## src/rtl/fir_pkg.sv

```systemverilog
`default_nettype none
// ============================================================================
//  Module      : fir_pkg
//  Description : Shared constants, FSM state type and FIFO entry type for the
//                FIR stream sequencer.
//  Revision    : 1.0 - initial release
// ============================================================================
package fir_pkg;

    localparam int C_DW      = 16;  // core input sample width
    localparam int C_OW      = 26;  // core output width
    localparam int C_TAPS    = 6;   // filter taps
    localparam int C_LATENCY = 2;   // clocks from core input to matching output

    typedef enum logic [1:0] {
        IDLE  = 2'd0,
        RUN   = 2'd1,
        DRAIN = 2'd2
    } state_t;

    typedef struct packed {
        logic                   last;
        logic signed [C_DW-1:0] data;
    } sample_t;

endpackage
`default_nettype wire

```

## src/rtl/sample_fifo.sv

```systemverilog
`default_nettype none
// ============================================================================
//  Module      : sample_fifo
//  Description : Synchronous FIFO with occupancy count, full/empty flags and
//                a combinational peek at the head entry.
//  Revision    : 1.0 - initial release
// ============================================================================
module sample_fifo #(
    parameter int WIDTH = 17,
    parameter int DEPTH = 8
) (
    input  logic                   clk,
    input  logic                   rst_n,
    input  logic                   push,
    input  logic [WIDTH-1:0]       wdata,
    input  logic                   pop,
    output logic [WIDTH-1:0]       head,
    output logic [$clog2(DEPTH):0] count,
    output logic                   full,
    output logic                   empty
);

    localparam int AW = $clog2(DEPTH);
    localparam int CW = AW + 1;

    logic [WIDTH-1:0] r_mem [DEPTH];
    logic [AW-1:0]    r_wr_ptr;
    logic [AW-1:0]    r_rd_ptr;
    logic [CW-1:0]    r_count;
    logic             w_do_push;
    logic             w_do_pop;

    assign full      = (r_count == CW'(DEPTH));
    assign empty     = (r_count == '0);
    assign count     = r_count;
    assign head      = r_mem[r_rd_ptr];
    assign w_do_push = push && !full;
    assign w_do_pop  = pop && !empty;

    // Storage array; contents need no reset because the count gates every read.
    always_ff @(posedge clk) begin
        if (w_do_push) begin
            r_mem[r_wr_ptr] <= wdata;
        end
    end

    // Pointers and occupancy; a simultaneous push and pop leaves the count unchanged.
    always_ff @(posedge clk or negedge rst_n) begin
        if (!rst_n) begin
            r_wr_ptr <= '0;
            r_rd_ptr <= '0;
            r_count  <= '0;
        end else begin
            if (w_do_push) r_wr_ptr <= r_wr_ptr + 1'b1;
            if (w_do_pop)  r_rd_ptr <= r_rd_ptr + 1'b1;
            case ({w_do_push, w_do_pop})
                2'b10:   r_count <= r_count + 1'b1;
                2'b01:   r_count <= r_count - 1'b1;
                default: r_count <= r_count;
            endcase
        end
    end

endmodule
`default_nettype wire

```

## src/rtl/fir_stream_ctrl.sv

```systemverilog
`default_nettype none
// ============================================================================
//  Module      : fir_stream_ctrl
//  Description : Frame sequencer for a transposed FIR core. Buffers samples,
//                primes the core with a gap-free burst, flushes the core's
//                delay line with zeros and tags the core output valid/last.
//  Revision    : 1.0 - initial release
// ============================================================================
module fir_stream_ctrl
    import fir_pkg::*;
#(
    parameter int DW      = C_DW,
    parameter int OW      = C_OW,
    parameter int DEPTH   = 8,
    parameter int PRIME   = 4,
    parameter int TAPS    = C_TAPS,
    parameter int LATENCY = C_LATENCY
) (
    input  logic          clk,
    input  logic          rst_n,
    input  logic          in_valid,
    output logic          in_ready,
    input  logic [DW-1:0] in_data,
    input  logic          in_last,
    output logic [DW-1:0] fir_a,
    input  logic [OW-1:0] fir_b,
    output logic          out_valid,
    output logic [OW-1:0] out_data,
    output logic          out_last,
    output logic          busy,
    output logic          underrun,
    input  logic          clr_err
);

    localparam int             CW           = $clog2(DEPTH) + 1;
    localparam int             DCW          = $clog2(TAPS);
    localparam logic [DCW-1:0] C_DRAIN_INIT = DCW'(TAPS - 2);

    sample_t              w_push_entry;
    sample_t              w_head;
    logic [CW-1:0]        w_count;
    logic                 w_full;
    logic                 w_empty;
    logic                 w_push;
    logic                 w_pop;
    logic                 w_last_push;
    logic                 w_last_pop;
    logic                 w_underrun_set;
    logic                 w_tag_v_in;
    logic                 w_tag_l_in;
    state_t               r_state;
    state_t               w_state_nxt;
    logic [DCW-1:0]       r_drain_cnt;
    logic [DCW-1:0]       w_drain_nxt;
    logic [CW-1:0]        r_last_pending;
    logic [LATENCY-1:0]   r_tag_v;
    logic [LATENCY-1:0]   r_tag_l;

    assign w_push_entry = '{last: in_last, data: in_data};
    assign in_ready     = !w_full;
    assign w_push       = in_valid && in_ready;
    assign w_last_push  = w_push && in_last;
    assign w_last_pop   = w_pop && w_head.last;
    assign busy         = (r_state != IDLE) || (|r_tag_v) || out_valid;

    sample_fifo #(
        .WIDTH ($bits(sample_t)),
        .DEPTH (DEPTH)
    ) u_fifo (
        .clk   (clk),
        .rst_n (rst_n),
        .push  (w_push),
        .wdata (w_push_entry),
        .pop   (w_pop),
        .head  (w_head),
        .count (w_count),
        .full  (w_full),
        .empty (w_empty)
    );

    // Next state, pop strobe, core input and tag inputs for the frame sequencer.
    always_comb begin
        w_state_nxt    = r_state;
        w_drain_nxt    = r_drain_cnt;
        w_pop          = 1'b0;
        fir_a          = '0;
        w_underrun_set = 1'b0;
        w_tag_v_in     = 1'b0;
        w_tag_l_in     = 1'b0;
        case (r_state)
            IDLE: begin
                if ((w_count >= CW'(PRIME)) || (r_last_pending != '0)) begin
                    w_state_nxt = RUN;
                end
            end
            RUN: begin
                w_tag_v_in = 1'b1;
                if (!w_empty) begin
                    w_pop = 1'b1;
                    fir_a = w_head.data;
                    if (w_head.last) begin
                        w_state_nxt = DRAIN;
                        w_drain_nxt = C_DRAIN_INIT;
                    end
                end else begin
                    // Starved: a zero stands in for the missing sample.
                    w_underrun_set = 1'b1;
                end
            end
            DRAIN: begin
                w_tag_v_in = 1'b1;
                if (r_drain_cnt == '0) begin
                    w_tag_l_in  = 1'b1;
                    w_state_nxt = IDLE;
                end else begin
                    w_drain_nxt = r_drain_cnt - 1'b1;
                end
            end
            default: w_state_nxt = IDLE;
        endcase
    end

    // State, drain counter and count of frame ends still buffered in the FIFO.
    always_ff @(posedge clk or negedge rst_n) begin
        if (!rst_n) begin
            r_state        <= IDLE;
            r_drain_cnt    <= '0;
            r_last_pending <= '0;
        end else begin
            r_state     <= w_state_nxt;
            r_drain_cnt <= w_drain_nxt;
            case ({w_last_push, w_last_pop})
                2'b10:   r_last_pending <= r_last_pending + 1'b1;
                2'b01:   r_last_pending <= r_last_pending - 1'b1;
                default: r_last_pending <= r_last_pending;
            endcase
        end
    end

    // Tag delay matching the core latency, then the output register and error flag.
    always_ff @(posedge clk or negedge rst_n) begin
        if (!rst_n) begin
            r_tag_v   <= '0;
            r_tag_l   <= '0;
            out_valid <= 1'b0;
            out_last  <= 1'b0;
            out_data  <= '0;
            underrun  <= 1'b0;
        end else begin
            r_tag_v[0] <= w_tag_v_in;
            r_tag_l[0] <= w_tag_l_in;
            for (int i = 1; i < LATENCY; i++) begin
                r_tag_v[i] <= r_tag_v[i-1];
                r_tag_l[i] <= r_tag_l[i-1];
            end
            out_valid <= r_tag_v[LATENCY-1];
            out_last  <= r_tag_l[LATENCY-1];
            out_data  <= fir_b;
            if (w_underrun_set) begin
                underrun <= 1'b1;
            end else if (clr_err) begin
                underrun <= 1'b0;
            end
        end
    end

endmodule
`default_nettype wire

```

## config.mk

```make
export PLATFORM = sky130hd
export DESIGN_NAME = fir_stream_ctrl
export DESIGN_NICKNAME = d
export VERILOG_FILES = /design/src/rtl/fir_pkg.sv /design/src/rtl/sample_fifo.sv /design/src/rtl/fir_stream_ctrl.sv
export SDC_FILE = /design/constraint.sdc
export NUM_CORES = 1
export LEC_CHECK = 0
export ABC_AREA = 1
export BUFFER_PORTS_ARGS = -buffer_cell sky130_fd_sc_hd__clkbuf_2
export CAP_MARGIN = 0
export CORE_ASPECT_RATIO = 0.6
export CORE_MARGIN = 2
export CORE_UTILIZATION = 58
export DETAILED_ROUTE_END_ITERATION = 10
export PLACE_DENSITY_LB_ADDON = 0.3
export SYNTH_ARGS = -nofsm -noshare
export SYNTH_HDL_FRONTEND = slang
export SYNTH_HIERARCHICAL = 1
export SYNTH_SLANG_ARGS = --single-unit
```

## constraint.sdc

```tcl
create_clock -name clk -period 3.2 [get_ports clk]
set_input_delay 0.64 -clock clk [delete_from_list [all_inputs] [get_ports clk]]
set_output_delay 0.64 -clock clk [all_outputs]
set_load 0.05 [all_outputs]
```

Word-level counts from Yosys, hierarchy flattened
Memories as Yosys holds them, arrays and structs flattened.
Index checks and enable logic that the tools add are counted.
{"block": "totals", "register_bits": 52, "latchBits": 0, "mem_bits_rw": 136, "romBits": 0, "inputBits": 47, "output_inout_bits": 47, "word_cells": 80, "mem_count": 1}
{"block": "classes", "add_sub_neg": 7, "multipliers": 0, "div": 0, "n_lt_le_gt_ge": 1, "n_eq_ne": 12, "shift": 0, "mux": 24, "n_bitwise": 0, "reduce_logical": 23}
{"memory": "u_fifo.r_mem", "words": 8, "word_bits": 17, "read_ports": 1, "rd_clocked_by_memory_dff": 0, "write_ports": 1, "line_no": "sample_fifo.sv:26", "source": "logic [WIDTH-1:0] r_mem [DEPTH];"}
{"cell": "16-bit 2-to-1 mux", "count": 2}
{"cell": "4-bit case mux with 2 select lines", "count": 2}
{"cell": "1-bit 2-to-1 mux", "count": 11}
{"cell": "2-bit != test (second input constant)", "count": 5}
{"cell": "2-bit nonzero test", "count": 5}
{"cell": "3-bit 2-to-1 mux", "count": 3}
{"cell": "4-bit by 1-bit adder with 4-bit output (second input constant)", "count": 2}
{"cell": "2-bit 2-to-1 mux", "count": 4}
{"cell": "4-bit AND reduction", "count": 2}
{"cell": "4-bit by 1-bit subtractor with 4-bit output (second input constant)", "count": 2}
{"cell": "3-bit by 1-bit adder with 3-bit output (second input constant)", "count": 2}
{"cell": "2-bit by 1-bit equality test with 1-bit output (second input constant)", "count": 3}
{"cell": "2-bit equality test (second input constant)", "count": 3}
{"cell": "2-bit case mux with 3 select lines", "count": 1}
{"cell": "3-bit case mux with 2 select lines", "count": 1}
{"cell": "1-bit logical AND", "count": 5}
{"cell": "4-bit equality test (second input constant)", "count": 1}
{"cell": "4-bit by 3-bit >= comparator with 1-bit output (second input constant)", "count": 1}
{"cell": "4-bit logical NOT", "count": 1}
{"cell": "4-bit nonzero test", "count": 1}
{"cell": "2-bit OR reduction", "count": 2}
{"cell": "3-bit logical NOT", "count": 1}
{"cell": "1-bit logical OR", "count": 3}
{"cell": "3-bit by 1-bit subtractor with 3-bit output (second input constant)", "count": 1}
{"cell": "2 further kinds", "count": 3}

Longest topological paths before layout
Gate-level depths: netlist of the first run.
{"block": "depth", "depth_word": 6, "mapped_depth": 19, "ltp_nobuf": 17}

Hierarchy
The synthesis of the first run kept the hierarchy.
{"module": "sample_fifo", "instances": 1, "cells_each": 668, "area_each_um2": 6493.7, "seq_area_each_um2": 4334.2}
{"module": "fir_stream_ctrl", "instances": 1, "cells_each": 159, "area_each_um2": 1662.8, "seq_area_each_um2": 1051.0}

Least setup slack after synthesis of the first run
Ideal clock, no wire load.
{"block": "synth_timing", "kind": "input to register", "from": "input port in_valid", "to": "memory u_fifo.r_mem[4][0], enable pin", "setup_ns": 0.413, "t_arrival_ns": 2.271, "required_ns": 2.787, "path_slack_ns": 0.517, "path_stages": 5, "path_buffers": 1, "path_cell_list": "inv_1 nor2_1 nand2_2 buf_6 nor3_1"}
{"block": "synth_via", "elab_chain_cells": 4}
{"element": "start, declared", "line_no": "fir_stream_ctrl.sv:21", "source": "input logic in_valid,"}
{"element": "1-bit logical AND", "line_no": "fir_stream_ctrl.sv:61", "source": "assign w_push = in_valid && in_ready;"}
{"element": "named net w_push", "line_no": "fir_stream_ctrl.sv:44", "source": "logic w_push;"}
{"element": "1-bit logical AND", "line_no": "sample_fifo.sv:37", "source": "assign w_do_push = push && !full;"}
{"element": "1-bit 2-to-1 mux", "line_no": "sample_fifo.sv:42", "source": "if (w_do_push) begin"}
{"element": "1-bit 2-to-1 mux (not written as such)", "line_no": "sample_fifo.sv:43", "source": "r_mem[r_wr_ptr] <= wdata;"}
{"element": "end, declared", "line_no": "sample_fifo.sv:26"}
The timed path passes the listed nets, and every way through them passes these cells.

==> impl_metrics.toml, run 1 <==
[final_layout]
antenna_cells = 0
fill_cells = 991
layout_commonest_cell = "nand2_1"
seq_area_um2 = 5390
drive_gt1_frac = 0.179
multiInputGateArea_um2 = 2220
layout.nets = 993
stdcell_count = 1136
syn_to_final_growth_pct = 17.6
mostFrequentLayoutCells = "276 x nand2_1, 162 x nor2_1, 136 x edfxtp_1, 97 x inv_1, 86 x clkbuf_2"

[clock_tree]
cts_resized = 0
cts_tree = "done"
numCtsBuffers = 17
cts.sinks = 188
hold_buffers = 0
path_clk_slew_ns = 0.07
clockRootBuffer = "clkbuf_16"
cts_setup_buffers = 0
htreeDepth = 4
clk_path_buf_depth = 2
clk-insertion-delay-late_ns = 0.42

[floorplan]
die_y_um = 95.9
fp.dieW_um = 157
ios = 94
fp.dieArea_um2 = 15100
num_rows = 33
core_um2 = 13700
initial_utilization = 0.595

[route]
viasPerCell = 4.98
wl_per_cell_um = 15.1
first_iter_violations = 508
firstDrtPassIters = 5
drc_errors = 0
wl_um = 17100
ant_nets = 0
num_vias = 5660

[sta]
clock_skew_ns = 0.0122
period_needed_ns = 3.02
setup_ws_ns = 0.177
hold_viol_final = 0
setup-violations-final = 0
rsz0062_at_grt = "false"
relSlewSlack = 0.586
final.setup.tns_ns = 0
period_share = 0.945
fmax_ghz = 0.331
drv_slew = 0
worst_pin_slew_ns = 0.622

[synth]
yosysTopAreaCellShare = 0.501
ys_warn_count = 6
synth_area_leaders = "edfxtp_1 50%, dfrtp_1 16%, nand2_1 13%"
ys_ff_latch = 188
mappedNetlistNets = 889
netlist_area_um2 = 8160
yosysSeqAreaShare = 0.660
syn_avg_cell_area_um2 = 9.86
post-synth-top-area-cell = "edfxtp_1"
synth_cell_types = 29
syn_inst = 827

[critical_path]
reg2reg_to = "r_last_pending[2]$_DFFE_PN0P_"
endpoint_kind = "output pin"
worstSetupPathType = "flip-flop to output pin"
worstSetupStartpointType = "flip-flop"
reg2reg_depth = 16
crit_arrival_ns = 2.38
critPathBufInv = 2
slowest_delay_ns = 0.69
path_cells = "buf_12, nor2_1, nor2_1, nand2_1, nand2_1, nand2_1, nand2_1, nand2_1, nor2_1, clkbuf_2"
critPathTopFamily = "flip-flops"
crit_fanout = 58
rr_startpoint = "u_fifo/r_rd_ptr[0]$_DFFE_PN0P_"
r2r_slack_ns = 0.48
cpMaxStageDelayCell = "dfrtp_4"
cp_common_cell = "nand2_1"
required_ns = 2.56

[worst_hold_path]
hp-class = "input port to asynchronous set/reset pin"

[pwr]
ir_drop_mv = 0.447
power.density_nw_per_um2 = 935
p_leak_nw = 4.48

[place]
dpl.cell_count = 1103
dp_hpwl_um = 10300
port_buffers = 93
pre_cts_ws_ns = 0.442
routabilityCongestion = 0.799

[global_routing]
grt_max_degree = 61
grt_use_total = 0.241
grt_overflow = 0
antenna_found_initial = 0
grt_pass1_wl_um = 27000
grt_pass1_vias = 5281

[outcome]
status = "finished, final reports clean"

[flow_run]
cap_violations = 0
==> synth_stat cells <==
master      n
o21ai_0     5
nor3_1     10
fa_1        1
dfrtp_1    52
buf_6       8
nor2_1    162
ha_1       14
clkbuf_1    1
xor2_1      4
a21oi_1     3
nand3_1     9
or4_4       1
inv_2       6
o21ai_1     5
clkinv_1    1
nand2_1   276
o22ai_1     1
edfxtp_1  136
inv_1      97
nand3_2     2
nand2_2     3
buf_4       4
or2_2       1
o21ai_2     1
a21oi_2     1
buf_1       1
buf_2      15
xnor2_1     6
nor2_4      1
==> final cells by class <==
class | count | share of cell area
Clock inverter | 6 | 0.00483
Multi-Input combinational cell | 506 | 0.231
Sequential cell | 188 | 0.562
Clock buffer | 26 | 0.0567
Inverter | 104 | 0.0407
Timing Repair Buffer | 114 | 0.0798
Tap cell | 192 | 0.0250
==> how the worst max path moves through the flow <==
| stage | startpoint | endpoint | slack [ns] | cells past startpoint |
|---|---|---|---|---|
| finish | u_fifo/r_rd_ptr[0]$_DFFE_PN0P_ | fir_a[0] | 0.18 | 10 |
| global route | u_fifo/r_rd_ptr[0]$_DFFE_PN0P_ | fir_a[0] | 0.03 | 10 |
| floorplan | in_valid | u_fifo/r_mem[4][0]$_DFFE_PP_ | 0.52 | 5 |
| CTS | u_fifo/r_rd_ptr[0]$_DFFE_PN0P_ | fir_a[0] | 0.01 | 10 |
| global placement | u_fifo/r_rd_ptr[0]$_DFFE_PN0P_ | fir_a[5] | 0.54 | 10 |
| detailed placement | u_fifo/r_rd_ptr[0]$_DFFE_PN0P_ | r_last_pending[2]$_DFFE_PN0P_ | 0.44 | 16 |
==> metal layers <==
metal | routed length, um | GRT usage
met5 | 0 | 0
met1 | 8090 | 0.363
met4 | 153 | 0.0758
met2 | 7910 | 0.369
met3 | 987 | 0.0338
==> where the power goes <==
group,internal (mW),total [mW],switching [mW],leakage [nW]
combinational,1.17,3.59,2.42,2.32
sequential,3.05,3.32,0.266,1.86
clock,1.19,2.07,0.876,0.292
total,5.41,8.97,3.56,4.48
==> registers in the layout, summed over array words and instances, names as in the netlist <==
name             cells
out_last             1
u_fifo/count         4
u_fifo/r_mem       136
r_last_pending       4
underrun             1
u_fifo/r_wr_ptr      3
out_valid            1
out_data            26
r_drain_cnt          3
u_fifo/r_rd_ptr      3
r_tag_l              2
r_state              2
r_tag_v              2
==> stage by stage <==
stage | utilization | hold WS (ns) | power, mW | cell area (um2)
2_1_floorplan | - | 0.331 | 5.94 | 8160
3_3_place_gp | 0.655 | 0.334 | 6.76 | 8980
3_5_place_dp | 0.655 | 0.336 | 6.86 | 8980
4_1_cts | 0.698 | 0.237 | 8.95 | 9570
5_1_grt | 0.700 | 0.262 | 9.57 | 9590
6_report | 0.700 | 0.228 | 8.97 | 9590
==> logic make-up (layout without fill, tap and decap cells) <==
kind of cell / Yosys count / after routing / synth area share
simple gates: 465 / 465 / 0.222
xor+xnor: 10 / 10 / 0.0107
flops: 188 / 188 / 0.660
fa+ha+maj: 15 / 15 / 0.0239
buf+inv: 133 / 250 / 0.0727
compound gates: 16 / 16 / 0.0109
No activity file was read; power rests on OpenSTA's default activity.
==> run 2: changes to the inputs <==
--- a/config.mk
+++ b/config.mk
@@ -13,6 +13,7 @@
 export CORE_UTILIZATION = 58
 export DETAILED_ROUTE_END_ITERATION = 10
 export PLACE_DENSITY_LB_ADDON = 0.3
+export REMOVE_ABC_BUFFERS = 1
 export SYNTH_ARGS = -nofsm -noshare
 export SYNTH_HDL_FRONTEND = slang
 export SYNTH_HIERARCHICAL = 1
==> run 2 against run 1 <==
Cell count barely moved. Combinational power fell by 2%. Maximum frequency rose by 1.6%. Largest cell class unchanged. Utilization fell by 0.55 points. Critical path type unchanged. First-iteration DRC count fell by 3.5%.
==> impl_metrics.toml, run 2 (synthesis gave the netlist of run 1 again) <==
[clock_tree]
clockRootBuffer = "clkbuf_16"
hold_buffers = 0
cts.sinks = 188
cts_setup_buffers = 0
cts_resized = 0
cts_tree = "done"
path_clk_slew_ns = 0.07
clk-insertion-delay-late_ns = 0.42
numCtsBuffers = 17
clk_path_buf_depth = 2
htreeDepth = 4

[final_layout]
top_regs = "u_fifo/r_mem (136), out_data (26)"
fill_cells = 996
largest_register_ffs = 136
layout_commonest_cell = "nand2_1"
fin_area_um2 = 9520
drive_gt1_frac = 0.182
mostFrequentLayoutCells = "276 x nand2_1, 162 x nor2_1, 136 x edfxtp_1, 97 x inv_1, 90 x clkbuf_2"
regMostFlops = "u_fifo/r_mem"
layout.nets = 994
antenna_cells = 0
syn_to_final_growth_pct = 16.7
stdcell_count = 1137

[flow_run]
cap_violations = 0

[floorplan]
fp.dieW_um = 157
fp.dieArea_um2 = 15100
core_um2 = 13700
ios = 94
num_rows = 33
die_y_um = 95.9
initial_utilization = 0.595

[sta]
period_share = 0.930
hold_viol_final = 0
holdWs_ns = 0.208
fmax_ghz = 0.336
clock_skew_ns = 0.00838
setup-violations-final = 0
drv_slew = 0
worst_pin_slew_ns = 0.632
rsz0062_at_grt = "false"
relSlewSlack = 0.576
period_needed_ns = 2.98
setup_ws_ns = 0.225

[pwr]
power.density_nw_per_um2 = 929
p_leak_nw = 4.45
power.total_mw = 8.84
ir_drop_mv = 0.610

[place]
dp_hpwl_um = 10600
placed_area_um2 = 8940
routabilityCongestion = 0.812
pre_cts_ws_ns = 0.684
port_buffers = 93
dpl.cell_count = 1105

[critical_path]
reg2reg_depth = 16
r2r_slack_ns = 0.61
cp-startpoint = "u_fifo/r_rd_ptr[0]$_DFFE_PN0P_"
rr_startpoint = "u_fifo/r_rd_ptr[1]$_DFFE_PN0P_"
endpoint_kind = "output pin"
crit_fanout = 82
reg2reg_to = "r_last_pending[2]$_DFFE_PN0P_"
crit_arrival_ns = 2.34
worstSetupPathType = "flip-flop to output pin"
worstSetupStartpointType = "flip-flop"
required_ns = 2.56

[global_routing]
grt_pass1_wl_um = 27500
grt_use_total = 0.245
grt_pass1_vias = 5433
grt_overflow = 0
antenna_found_initial = 0
grt_max_degree = 83

[route]
first_iter_violations = 490
wl_per_cell_um = 15.3
drc_errors = 0
firstDrtPassIters = 5
ant_nets = 0
viasPerCell = 4.97
wl_um = 17300
num_vias = 5648

[outcome]
status = "finished, final reports clean"

[worst_hold_path]
hp-class = "input port to asynchronous set/reset pin"
[run 2: metrics by stage]
| step | util | TNS, ns |
|---|---|---|
| CTS | 0.694 | 0 |
| global route | 0.694 | 0 |
| finish | 0.694 | 0 |
| floorplan | - | -19.02 |
| detailed placement | 0.652 | 0 |
| global placement | 0.652 | 0 |
[run 2: power by group]
group / total [mW] / internal (mW) / leakage (nW) / switching, mW
Combinational: 3.51 / 1.09 / 2.31 / 2.42
Clock: 2.04 / 1.04 / 0.285 / 0.996
Sequential: 3.29 / 3.05 / 1.86 / 0.239
[run 2: routing by layer]
metal  GRT usage  vias up  share of wire
met5           0        -              0
met4      0.0788        0          0.011
met3      0.0432       18          0.070
met2       0.380      204           0.46
met1       0.359     2649           0.46
li1            -     2777              -
[run 2: critical path: stages (launching register included)]
cell and delay [ns]:
dfrtp_4 0.52, buf_12 0.32, nor2_1 0.10, nor2_1 0.09
nand2_1 0.07, nand2_1 0.07, nand2_1 0.06, nand2_1 0.10
nand2_1 0.05, nor2_1 0.30, buf_12 0.19
[run 2: layout make-up]
cell class	instances	area [um2]	share of cell area
timing repair buffer	115	701	0.0736
clock inverter	15	155	0.0163
sequential	188	5390	0.566
inverter	104	390	0.0410
clock buffer	17	425	0.0447
multi-input combinational	506	2220	0.233
tap	192	240	0.0252
[run 2: worst max-delay path by stage]
| stage | end | slack [ns] | cells after the start |
|---|---|---|---|
| detailed placement | u_fifo/count[3]$_DFFE_PN0P_ | 0.68 | 12 |
| finish | fir_a[1] | 0.22 | 10 |
| global route | fir_a[12] | 0.04 | 10 |
| floorplan | fir_a[0] | -0.97 | 8 |
| CTS | fir_a[12] | 0.25 | 10 |
| global placement | u_fifo/count[3]$_DFFE_PN0P_ | 0.78 | 12 |
==> run 3: changes to the inputs <==
--- a/config.mk
+++ b/config.mk
@@ -5,12 +5,12 @@
 export SDC_FILE = /design/constraint.sdc
 export NUM_CORES = 1
 export LEC_CHECK = 0
-export ABC_AREA = 1
 export BUFFER_PORTS_ARGS = -buffer_cell sky130_fd_sc_hd__clkbuf_2
 export CAP_MARGIN = 0
 export CORE_ASPECT_RATIO = 0.6
 export CORE_MARGIN = 2
-export CORE_UTILIZATION = 58
+export CORE_UTILIZATION = 60
+export CTS_BUF_LIST = sky130_fd_sc_hd__clkbuf_4 sky130_fd_sc_hd__clkbuf_8
 export DETAILED_ROUTE_END_ITERATION = 10
 export PLACE_DENSITY_LB_ADDON = 0.3
 export REMOVE_ABC_BUFFERS = 1
==> run 3 against run 2 <==
Synthesized cell count shrank 53%. Non-clock buffer count shrank 2. Largest cell class unchanged. Critical endpoint is now fir_a[4]. Routed wire length shrank 22%. Register-to-register slack lost 0.41 ns.
==> impl_metrics.toml, run 3 <==
[outcome]
status = "finished, final reports clean"

[floorplan]
die_y_um = 90.5
initial_utilization = 0.619
core_um2 = 12100
fp.dieW_um = 148
fp.dieArea_um2 = 13400
num_rows = 31
ios = 94

[critical_path]
path_cells = "buf_4, mux4_1, mux2_2, and2_1, clkbuf_2"
required_ns = 2.56
critPathBufInv = 2
worstSetupPathType = "flip-flop to output pin"
cp-startpoint = "u_fifo/r_rd_ptr[0]$_DFFE_PN0P_"
worstSetupStartpointType = "flip-flop"
reg2reg_to = "u_fifo/count[3]$_DFFE_PN0P_"
endpoint_kind = "output pin"
cpMaxStageDelayCell = "mux4_1"
rr_startpoint = "u_fifo/count[0]$_DFFE_PN0P_"
crit_fanout = 18
crit_arrival_ns = 2.46
slowest_delay_ns = 0.61
critPathTopFamily = "multiplexers"
reg2reg_depth = 10
r2r_slack_ns = 0.20

[route]
viasPerCell = 5.69
wl_per_cell_um = 19.8
firstDrtPassIters = 5
first_iter_violations = 337
drc_errors = 0
wl_um = 13600
ant_nets = 0
num_vias = 3902

[worst_hold_path]
hp-class = "input port to asynchronous set/reset pin"

[sta]
worst_pin_slew_ns = 0.764
drv_slew = 0
final.setup.tns_ns = 0
fmax_ghz = 0.323
hold_viol_final = 0
period_share = 0.968
setup_ws_ns = 0.102
clock_skew_ns = 0.0113
rsz0062_at_grt = "false"
period_needed_ns = 3.10
relSlewSlack = 0.490
setup-violations-final = 0

[place]
dp_hpwl_um = 8920
pre_cts_ws_ns = 0.129
routabilityCongestion = 0.838
port_buffers = 93
placed_area_um2 = 8240

[final_layout]
fin_area_um2 = 8700
fin_util = 0.719
largest_register_ffs = 136
drive_gt1_frac = 0.367
mostFrequentLayoutCells = "136 x edfxtp_1, 93 x clkbuf_2, 50 x dfrtp_1, 24 x mux4_1"
regMostFlops = "u_fifo/r_mem"
layout.nets = 570
syn_to_final_growth_pct = 16.1
top_regs = "u_fifo/r_mem (136), out_data (26)"
antenna_cells = 0
layout_commonest_cell = "edfxtp_1"

[synth]
yosysTopAreaCellShare = 0.545
synth_edf_count = 136
synth_ff_type = "edfxtp_1"
yosysSeqAreaShare = 0.719
ys_ff_latch = 188
post-synth-top-area-cell = "edfxtp_1"
synthArstFlopShare = 0.277
ys_warn_count = 6
synth_area_leaders = "edfxtp_1 55%, dfrtp_1 17%, mux4_1 8.4%"
synth_cell_types = 45
syn_inst = 388
synthMostInstantiatedCell = "edfxtp_1"
syn_avg_cell_area_um2 = 19.3
netlist_area_um2 = 7490
synth_common_cells = "136 x edfxtp_1, 52 x dfrtp_1, 24 x mux4_1"

[clock_tree]
clk-insertion-delay-late_ns = 0.45
clk_path_buf_depth = 2
cts_tree = "done"
numCtsBuffers = 17
cts.sinks = 188
hold_buffers = 0
htreeDepth = 4
cts_setup_buffers = 0
clockRootBuffer = "clkbuf_8"
path_clk_slew_ns = 0.10

[global_routing]
grt_overflow = 0
grt_use_total = 0.218
antenna_found_initial = 0
grt_max_degree = 32
grt_pass1_vias = 3946
grt_pass1_wl_um = 21500

[flow_run]
cap_violations = 0

[pwr]
power.total_mw = 8.00
ir_drop_mv = 0.689
p_leak_nw = 3.36
power.density_nw_per_um2 = 920
## run 3: logic make-up (layout without fill, tap and decap cells)
kind of cell             after synthesis  after routing  synth area share
flip-flops                           188            188             0.719
XOR/XNOR                              11             11            0.0129
buffers and inverters                 26            159            0.0180
AO/OA/AOI/OAI                         26             26            0.0239
multiplexers                          56             56             0.148
AND/OR/NAND/NOR                       66             66            0.0521
adder cells (fa/ha/maj)               15             15            0.0261
## run 3: area by class of cell
class                      instances  area, um2
fill                             745       3410
tap                              165        206
clock inverter                    14        206
sequential                       188       5390
timing repair buffer             113        616
clock buffer                      18        241
inverter                          14       52.6
multi-input combinational        174       1990
## run 3: power by group
part / total [mW] / switching [mW] / internal (mW)
Clock: 1.73 / 0.849 / 0.879
Sequential: 3.30 / 0.243 / 3.06
Combinational: 2.97 / 1.74 / 1.23
Total: 8.00 / 2.83 / 5.17
## run 3: worst register-to-register path, stage by stage (launching register included)
cell	delay [ns]
dfrtp_2	0.48
nor4_2	0.31
buf_4	0.17
nor2_2	0.05
o41ai_1	0.11
inv_1	0.17
ha_1	0.24
ha_1	0.35
or4b_2	0.71
o311ai_0	0.16
o211ai_1	0.12
## run 3: stage by stage
step | std cells | hold slack (ns)
after floorplan | 376 | 0.331
after global placement | 654 | 0.335
after detailed placement | 654 | 0.341
after CTS | 686 | 0.241
after global routing | 686 | 0.247
final | 686 | 0.243
## run 3: how the worst max path moves through the flow
stage,end,depth (start not counted)
5_1_grt,fir_a[9],5
4_1_cts,fir_a[9],5
3_3_place_gp,u_fifo/count[3]$_DFFE_PN0P_,10
3_5_place_dp,u_fifo/count[3]$_DFFE_PN0P_,10
6_report,fir_a[4],5
2_1_floorplan,r_last_pending[2]$_DFFE_PN0P_,11
## run 3: timing repair
item | CTS | global route
endpoints found under the setup margin | 0 | 1
resized for setup | 0 | 3
endpoints found under the hold margin | 0 | 0
## run 3: layer usage
layer	track usage	wire length, um	vias to the layer above
li1	-	-	1765
met5	0	0	-
met4	0.0429	110	0
met1	0.321	5870	1972
met3	0.0631	1090	15
met2	0.334	6520	150
